===== src/rtl/gcd_datapath.sv =====
// Operand registers and compare logic for the subtractive GCD engine.
// Applies the controller's command each clock and rejects any command that is illegal in the current state.
module gcd_datapath #(
    parameter int WIDTH = 8
) (
    input  logic             clk,
    input  logic             reset,
    input  logic             load,
    input  logic [WIDTH-1:0] a_in,
    input  logic [WIDTH-1:0] b_in,
    input  logic [1:0]       ctrl,
    output logic [1:0]       status,
    output logic [WIDTH-1:0] result,
    output logic             result_valid,
    output logic             busy,
    output logic [WIDTH-1:0] iter_count,
    output logic             err
);

    localparam logic [WIDTH-1:0] ZERO_C = {WIDTH{1'b0}};
    localparam logic [WIDTH-1:0] MAX_C  = {WIDTH{1'b1}};
    localparam logic [WIDTH-1:0] ONE_C  = {{(WIDTH-1){1'b0}}, 1'b1};

    localparam logic [1:0] ST_DONE = 2'd0;
    localparam logic [1:0] ST_AGT  = 2'd1;
    localparam logic [1:0] ST_ALT  = 2'd2;

    localparam logic [1:0] CMD_HOLD   = 2'd0;
    localparam logic [1:0] CMD_SUB_A  = 2'd1;
    localparam logic [1:0] CMD_SUB_B  = 2'd2;
    localparam logic [1:0] CMD_FINISH = 2'd3;

    logic [WIDTH-1:0] a_r, b_r, result_r, iter_r;
    logic             valid_r, busy_r, err_r;

    logic [WIDTH-1:0] a_s, b_s, result_s, iter_s, iter_inc_s;
    logic             valid_s, busy_s, err_s;
    logic [1:0]       status_s;

    assign iter_inc_s = (iter_r == MAX_C) ? iter_r : (iter_r + ONE_C);

    // Compare status straight off the operand registers; a zero operand counts as done.
    always_comb begin
        status_s = ST_DONE;
        if ((a_r == ZERO_C) || (b_r == ZERO_C) || (a_r == b_r)) begin
            status_s = ST_DONE;
        end else if (a_r > b_r) begin
            status_s = ST_AGT;
        end else begin
            status_s = ST_ALT;
        end
    end

    // Next-state logic: load wins, then idle rejection, then a command checked against status.
    always_comb begin
        a_s      = a_r;
        b_s      = b_r;
        result_s = result_r;
        valid_s  = valid_r;
        busy_s   = busy_r;
        iter_s   = iter_r;
        err_s    = err_r;
        if (load) begin
            a_s     = a_in;
            b_s     = b_in;
            busy_s  = 1'b1;
            valid_s = 1'b0;
            iter_s  = ZERO_C;
            err_s   = 1'b0;
        end else if (ctrl == CMD_HOLD) begin
            err_s = err_r;
        end else if (!busy_r && !valid_r) begin
            err_s = 1'b1;
        end else begin
            case (ctrl)
                CMD_SUB_A: begin
                    if (status_s == ST_AGT) begin
                        a_s    = a_r - b_r;
                        iter_s = iter_inc_s;
                    end else begin
                        err_s = 1'b1;
                    end
                end
                CMD_SUB_B: begin
                    if (status_s == ST_ALT) begin
                        b_s    = b_r - a_r;
                        iter_s = iter_inc_s;
                    end else begin
                        err_s = 1'b1;
                    end
                end
                CMD_FINISH: begin
                    if (status_s == ST_DONE) begin
                        result_s = (a_r == ZERO_C) ? b_r : a_r;
                        valid_s  = 1'b1;
                        busy_s   = 1'b0;
                    end else begin
                        err_s = 1'b1;
                    end
                end
                default: begin
                    err_s = err_r;
                end
            endcase
        end
    end

    // State registers with asynchronous active-low reset.
    always_ff @(posedge clk or negedge reset) begin
        if (!reset) begin
            a_r      <= ZERO_C;
            b_r      <= ZERO_C;
            result_r <= ZERO_C;
            valid_r  <= 1'b0;
            busy_r   <= 1'b0;
            iter_r   <= ZERO_C;
            err_r    <= 1'b0;
        end else begin
            a_r      <= a_s;
            b_r      <= b_s;
            result_r <= result_s;
            valid_r  <= valid_s;
            busy_r   <= busy_s;
            iter_r   <= iter_s;
            err_r    <= err_s;
        end
    end

    assign status       = status_s;
    assign result       = result_r;
    assign result_valid = valid_r;
    assign busy         = busy_r;
    assign iter_count   = iter_r;
    assign err          = err_r;

endmodule


===== config.mk =====
export PLATFORM = sky130hd
export DESIGN_NAME = gcd_datapath
export DESIGN_NICKNAME = d
export VERILOG_FILES = /design/src/rtl/gcd_datapath.sv
export SDC_FILE = /design/constraint.sdc
export NUM_CORES = 1
export LEC_CHECK = 0
export CORE_ASPECT_RATIO = 1.5
export CORE_MARGIN = 2
export CORE_UTILIZATION = 50
export CTS_CLUSTER_SIZE = 28
export DETAILED_ROUTE_END_ITERATION = 7
export GPL_ROUTABILITY_DRIVEN = 0
export GPL_TIMING_DRIVEN = 1
export HOLD_SLACK_MARGIN = 0.03
export PLACE_DENSITY_LB_ADDON = 0.25
export SETUP_SLACK_MARGIN = 0.3
export SYNTH_ARGS = -nofsm -noshare
export SYNTH_HDL_FRONTEND = slang
export SYNTH_SLANG_ARGS = --single-unit

===== constraint.sdc =====
create_clock -name clk -period 4.2 [get_ports clk]
set_clock_uncertainty 0.15 [all_clocks]
set_input_delay 0.84 -clock clk [delete_from_list [all_inputs] [get_ports clk]]
set_output_delay 0.84 -clock clk [all_outputs]
set_load 0.05 [all_outputs]

==> results of run 1 <==
-- per-stage QoR --
step | instances | utilization | cell area (sq um) | power, W | worst slack [ns]
after floorplan | 288 | - | 2570 | 0.00111 | 0.940
after global placement | 385 | 0.596 | 3010 | 0.00133 | 0.593
after detailed placement | 385 | 0.596 | 3010 | 0.00134 | 0.550
after CTS | 393 | 0.615 | 3100 | 0.00162 | 0.500
after global routing | 393 | 0.615 | 3100 | 0.00172 | 0.345
final | 393 | 0.615 | 3100 | 0.00161 | 0.488
-- cells by family (layout without fill, tap and decap cells) --
family,count (synthesis),after routing,synth area share
compound gates,86,86,0.227
xor+xnor,9,9,0.0307
fa+ha+maj,18,18,0.0934
buf+inv,36,73,0.0633
flops,35,35,0.341
mux,11,11,0.0443
simple gates,93,93,0.200
-- per-layer routing --
layer	vias up	GRT usage	wire [um]
li1	1094	-	-
met1	1037	0.274	2670
met2	51	0.377	2980
met3	16	0.0380	206
met4	0	0.117	171
met5	-	0	0
-- worst max-delay path, stage by stage (launching register included) --
cell           delay [ns]
dfrtp_1              0.43
inv_1                0.07
ha_1                 0.22
fa_1                 0.40
nand2b_2             0.23
a211oi_4             0.28
o22ai_2              0.16
nor2_1               0.10
dlygate4sd2_1        0.53
-- power groups by stage --
stage               registers [W]  logic, W  clock network, W
floorplan                0.000625  0.000489                 0
global placement         0.000481  0.000847                 0
detailed placement       0.000486  0.000858                 0
CTS                      0.000479  0.000856          0.000281
global route             0.000495  0.000932          0.000290
finish                   0.000479  0.000857          0.000277
-- area by class of cell --
cell class | instances | area (sq um) | share of cell area
clock buffers | 8 | 100 | 0.0323
inverters | 21 | 78.8 | 0.0254
multi-input cells | 217 | 1530 | 0.494
flip-flops and latches | 35 | 876 | 0.282
well taps | 68 | 85.1 | 0.0274
repair buffers | 44 | 430 | 0.139
-- cells in the mapped netlist, types with 3 or more instances --
| library cell | instances | area (sq um) |
|---|---|---|
| nor3_1 | 6 | 30.0 |
| xor2_1 | 5 | 43.8 |
| o21ai_0 | 18 | 90.1 |
| xnor2_1 | 4 | 35.0 |
| buf_2 | 7 | 35.0 |
| o21a_1 | 4 | 30.0 |
| mux2i_1 | 8 | 80.1 |
| dfrtp_1 | 35 | 876 |
| or3_1 | 5 | 31.3 |
| clkbuf_1 | 5 | 18.8 |
| a21oi_1 | 31 | 155 |
| nand2b_1 | 5 | 31.3 |
| o311ai_0 | 3 | 26.3 |
| ha_1 | 16 | 200 |
| nand2_1 | 19 | 71.3 |
| a211oi_1 | 3 | 22.5 |
| inv_1 | 20 | 75.1 |
| nor2_1 | 18 | 67.6 |
| nand3_1 | 15 | 75.1 |
| o311ai_2 | 3 | 48.8 |
| nor4_1 | 5 | 31.3 |
| mux2_2 | 3 | 33.8 |
| and2_1 | 4 | 25.0 |
| a21o_1 | 7 | 52.6 |
-- sequential cells by signal (all words and copies together) (netlist names) --
signal and flops:
busy 1, result_valid 1, result 8, iter_count 8
a_r 8, err 1, b_r 8
-- how the worst min path moves through the flow --
stage | end | start | depth (start not counted) | slack (ns)
6_report | busy$_DFFE_PN0P_ | busy$_DFFE_PN0P_ | 2 | 0.36
3_3_place_gp | result_valid$_DFFE_PN0P_ | result_valid$_DFFE_PN0P_ | 1 | 0.35
5_1_grt | result[6]$_DFFE_PN0P_ | result[6]$_DFFE_PN0P_ | 2 | 0.40
2_1_floorplan | a_r[0]$_DFFE_PN0P_ | reset | 0 | 0.39
4_1_cts | busy$_DFFE_PN0P_ | busy$_DFFE_PN0P_ | 2 | 0.37
3_5_place_dp | busy$_DFFE_PN0P_ | busy$_DFFE_PN0P_ | 2 | 0.35
==> impl_results.md, run 1 <==
- Outcome: completed
- Num ports: between 40 and 50
- Die height: roughly 92 um
- Synthesized net count: around 330
- Overflow after GRT: 0
- DR vias: 2,198
- Final setup vio count: 0
- Post-CTS resize count: 2
- Worst-Margin Slew: between 0.8 and 0.9 ns
- Clock Power Share: 0.172
- # fillers: 491
- PwrDens: 520 nW/um^2
- Most common cell after layout, fill and taps aside: clkdlybuf4s50_1
- Detail Placement HPWL: 4400 um
- Setup bufs post-CTS: 0
- Maximum fanout along the worst path: 5
- Normalized max-slew margin: 0.410
- Register area share after synthesis: 0.341
- Root Buffer: clkbuf_8
- DIE AREA: between 5000 and 6000 sq um
- TritonCTS Buffers: 5
- Total GRT Usage: 0.225
- Worst Path Required: between 3 and 4 ns
- Main flop type after synthesis: dfrtp_1
- Commonest cells after routing, fill and taps aside: 39 x clkdlybuf4s50_1, 35 x dfrtp_1, 31 x a21oi_1
- Setup crit end kind: output pin
- Worst-case clock buffer depth: 2
- Period minus WS final: 3.71 ns
- Syn-to-layout area delta: 20.7%
- Worst r2r dst: a_r[7]$_DFFE_PN0P_
- Arr. time, crit path: 2.72 ns
- Largest net degree at the start of global routing: 36
- Cell variety after synth: 55
- Psw: 0.000727 W
- WL/cell: 15.4 um
- Min-delay worst type: reg -> reg
- Crit path to: status[0]
- Setup TNS Final: 0 ns
- First-pass GRT wire length: just over 10,000 um
- Initial antenna violation count: 0
- CP startpoint: a_r[0]$_DFFE_PN0P_
- Initial DRC Count: 104
- Hold-fix buffers at CTS: 0
- Vias in the first global route: 2,142
- VDD IR max: ~0.00022 V
- Static leakage: ~1.4 nW
- Post-synthesis cell count: about 290
- Num rows: 32
- Int Pwr: 0.000885 W
- EDFF count, synth: 0
- Die X-Extent: approximately 63 um
- Vias per inst: about 5.6
- Initial Util: 0.510
- DRC viols: 0
- Slew Viols, Final: 0
- Fraction of layout cells with a size suffix above 1: 0.0985
- CP startpoint kind: flip-flop
- Clock slew at reported path FFs: ~0.070 ns
- Clk sink count: 35
- Max-Cap Viols: 0
- Register-to-register setup slack: 0.89 ns
- Synth Register Bits: 35
- Post-synthesis async set-or-reset flop share: 1.00
- Hold WS: roughly 0.36 ns
- Mapped cell area: 2570 sq um
- R2r startpoint: a_r[0]$_DFFE_PN0P_
- Number of synthesis warnings: 0
- Routed WL: 6030 um
- Final Hold Viols: 0
- Worst r2r path cells: 9
- RSZ-0062 raised after global routing: no
- Comb pwr share: 0.531
- Critical path class: reg -> out
- Clk Latency, worst-skew pair: 0.30 ns
- First-pass DRT Iterations: 4
- Antenna cells: 0
- PortBufs: 41
- Nets: roughly 360
- Syn_area_per_cell: roughly 9 sq um
- Routed Antenna Nets: 0
- FMAX: approximately 270 MHz
- CTS tree: built
- Final period util: 0.884
- Sequential share of power: 0.297
- Max H-tree Level: 2
- Sw frac: 0.451
- Core ar.: 5040 sq um
No activity file was read; power rests on OpenSTA's default activity.
==> run 2: changes to the inputs <==
--- a/config.mk
+++ b/config.mk
@@ -5,11 +5,11 @@
 export SDC_FILE = /design/constraint.sdc
 export NUM_CORES = 1
 export LEC_CHECK = 0
-export CORE_ASPECT_RATIO = 1.5
-export CORE_MARGIN = 2
+export CORE_ASPECT_RATIO = 1.2
 export CORE_UTILIZATION = 50
 export CTS_CLUSTER_SIZE = 28
 export DETAILED_ROUTE_END_ITERATION = 7
+export DONT_BUFFER_PORTS = 1
 export GPL_ROUTABILITY_DRIVEN = 0
 export GPL_TIMING_DRIVEN = 1
 export HOLD_SLACK_MARGIN = 0.03
==> impl_results.md, run 2 (synthesized netlist as in run 1, its figures left out) <==
- WL/cell: 16.6 um (+8.3%)
- Clock Power Share: 0.209 (+0.037)
- Min-delay worst type: in -> async
- FMAX: 287 MHz (+6.6%)
- Max-Cap Viols: 0 (unchanged)
- Initial antenna violation count: 0 (unchanged)
- Arr. time, crit path: 2.49 ns (-0.23 ns)
- R2r startpoint: a_r[0]$_DFFE_PN0P_
- Total GRT Usage: 0.223 (-0.00140)
- Clock slew at reported path FFs: 0.08 ns (about the same)
- Critical path class: reg -> out
- Setup crit end kind: output pin
- TritonCTS Buffers: 5 (unchanged)
- Sw frac: 0.456 (+0.00487)
- Die height: 80.6 um (-12%)
- Detail Placement HPWL: 4130 um (-6.1%)
- Clk sink count: 35 (unchanged)
- Worst-Margin Slew: 0.797 ns (-0.0808 ns)
- Vias per inst: 5.95 (+6.4%)
- Static leakage: 1.23 nW (-11%)
- Initial Util: 0.521 (+0.0108)
- Die X-Extent: 67.5 um (+7.8%)
- Commonest cells after routing, fill and taps aside: 35 x dfrtp_1, 31 x a21oi_1, 20 x inv_1
- Post-route insts no fill: 342 (-13%)
- Outcome: completed
- Routed WL: 5690 um (-5.8%)
- Most common cell after layout, fill and taps aside: dfrtp_1
- First-pass GRT wire length: 9270 um (-8.5%)
- Setup TNS Final: 0 ns (unchanged)
- Initial DRC Count: 117 (+13%)
- Syn-to-layout area delta: 4.53%
- DRC viols: 0 (unchanged)
- Period minus WS final: 3.48 ns (-0.230 ns)
- CP startpoint kind: flip-flop
- Fraction of layout cells with a size suffix above 1: 0.110 (+0.0115)
- CTS tree: built
- Root Buffer: clkbuf_8
- Overflow after GRT: 0 (unchanged)
- Psw: 0.000700 W (-3.8%)
- RSZ-0062 raised after global routing: no
- Sequential share of power: 0.417 (+0.120)
- Hold WS: 0.0860 ns (-0.274 ns)
- Nets: 320 (-12%)
- Int Pwr: 0.000835 W (-5.7%)
- Max H-tree Level: 2 (unchanged)
- Post-CTS resize count: 0 (-2)
- Normalized max-slew margin: 0.465 (+0.0543)
- Core ar.: 4940 sq um (-2.1%)
- PortBufs: 0 (-100%)
- Maximum fanout along the worst path: 8 (+3)
- DIE AREA: 5430 sq um (-5.4%)
- DR vias: 2,035 (-7.4%)
- First-pass DRT Iterations: 4 (unchanged)
- Worst-case clock buffer depth: 2 (unchanged)
- Final setup vio count: 0 (unchanged)
- Setup bufs post-CTS: 0 (unchanged)
- Num ports: 42 (unchanged)
- Comb pwr share: 0.374 (-0.157)
- Worst Path Required: 3.21 ns (about the same)
- Clk Latency, worst-skew pair: 0.29 ns (about the same)
- Routed Antenna Nets: 0 (unchanged)
- Largest net degree at the start of global routing: 43 (+19%)
- Num rows: 28 (-13%)
- Antenna cells: 0 (unchanged)
- Vias in the first global route: 1,930 (-9.9%)
- Hold-fix buffers at CTS: 0 (unchanged)
- PwrDens: 571 nW/um^2 (+9.9%)
- Placed Cells: 334 (-13%)
- Slew Viols, Final: 0 (unchanged)
- Final Hold Viols: 0 (unchanged)
- Final period util: 0.829 (-0.0547)
- VDD IR max: 0.000307 V (+39%)
- CP startpoint: a_r[5]$_DFFE_PN0P_
[run 2: cell count changes in the layout (fill, tap and decap cells not counted)]
| cell | before | now |
|---|---|---|
| buf_4 | 3 | 1 |
| bufinv_16 | 0 | 1 |
| clkbuf_1 | 1 | 0 |
| clkbuf_8 | 7 | 6 |
| clkdlybuf4s50_1 | 39 | 0 |
| clkinv_2 | 0 | 1 |
| dlygate4sd2_1 | 2 | 0 |
[run 2: path summary, 6_finish.rpt]
kind                                        endpoint  slack (ns)  cells after the start
max                                        status[1]        0.72                      6
min                        iter_count[5]$_DFFE_PN0P_        0.09                      0
max reg2reg                       a_r[6]$_DFFE_PN0P_        0.86                      9
min reg2reg                       a_r[6]$_DFFE_PN0P_        0.48                      2
max in group asynchronous         b_r[1]$_DFFE_PN0P_        3.73                      0
min in group clk           iter_count[5]$_DFFE_PN0P_        0.46                      1
[run 2: area by class of cell]
type	count	area, sq um
multi-input combinational	217	1530
fill	472	2250
clock inverter	2	35.0
inverter	21	78.8
clock buffer	6	82.6
sequential	35	876
timing repair buffer	1	7.51
tap	60	75.1
[run 2: routing by layer]
| layer | part of all wire | wire [um] | global-route usage | up-vias |
|---|---|---|---|---|
| li1 | - | - | - | 1012 |
| met1 | 0.47 | 2670 | 0.308 | 963 |
| met2 | 0.46 | 2640 | 0.348 | 50 |
| met3 | 0.047 | 267 | 0.0369 | 10 |
| met4 | 0.020 | 115 | 0.0702 | 0 |
| met5 | 0 | 0 | 0 | - |
[run 2: critical path: stages, from the launching register on]
cell and delay (ns):
dfrtp_1 0.48, inv_1 0.08, ha_1 0.41, a21o_1 0.24, a211o_1 0.30, o22ai_2 0.19, and2_1 0.49
[run 2: per-stage QoR]
| stage | instance area, sq um | setup WS [ns] | utilization | power (W) |
|---|---|---|---|---|
| detailed placement | 2570 | 0.878 | 0.520 | 0.00122 |
| CTS | 2690 | 0.734 | 0.544 | 0.00154 |
| finish | 2690 | 0.718 | 0.544 | 0.00153 |
| global route | 2690 | 0.615 | 0.544 | 0.00163 |
| floorplan | 2570 | 0.940 | - | 0.00111 |
| global placement | 2570 | 1.03 | 0.520 | 0.00120 |
[run 2: power groups by stage]
stage / Sequential, W / Clock (W) / Combinational, W
3_3_place_gp: 0.000646 / 0 / 0.000555
4_1_cts: 0.000641 / 0.000325 / 0.000573
3_5_place_dp: 0.000649 / 0 / 0.000568
6_report: 0.000640 / 0.000321 / 0.000574
5_1_grt: 0.000658 / 0.000338 / 0.000633
2_1_floorplan: 0.000625 / 0 / 0.000489
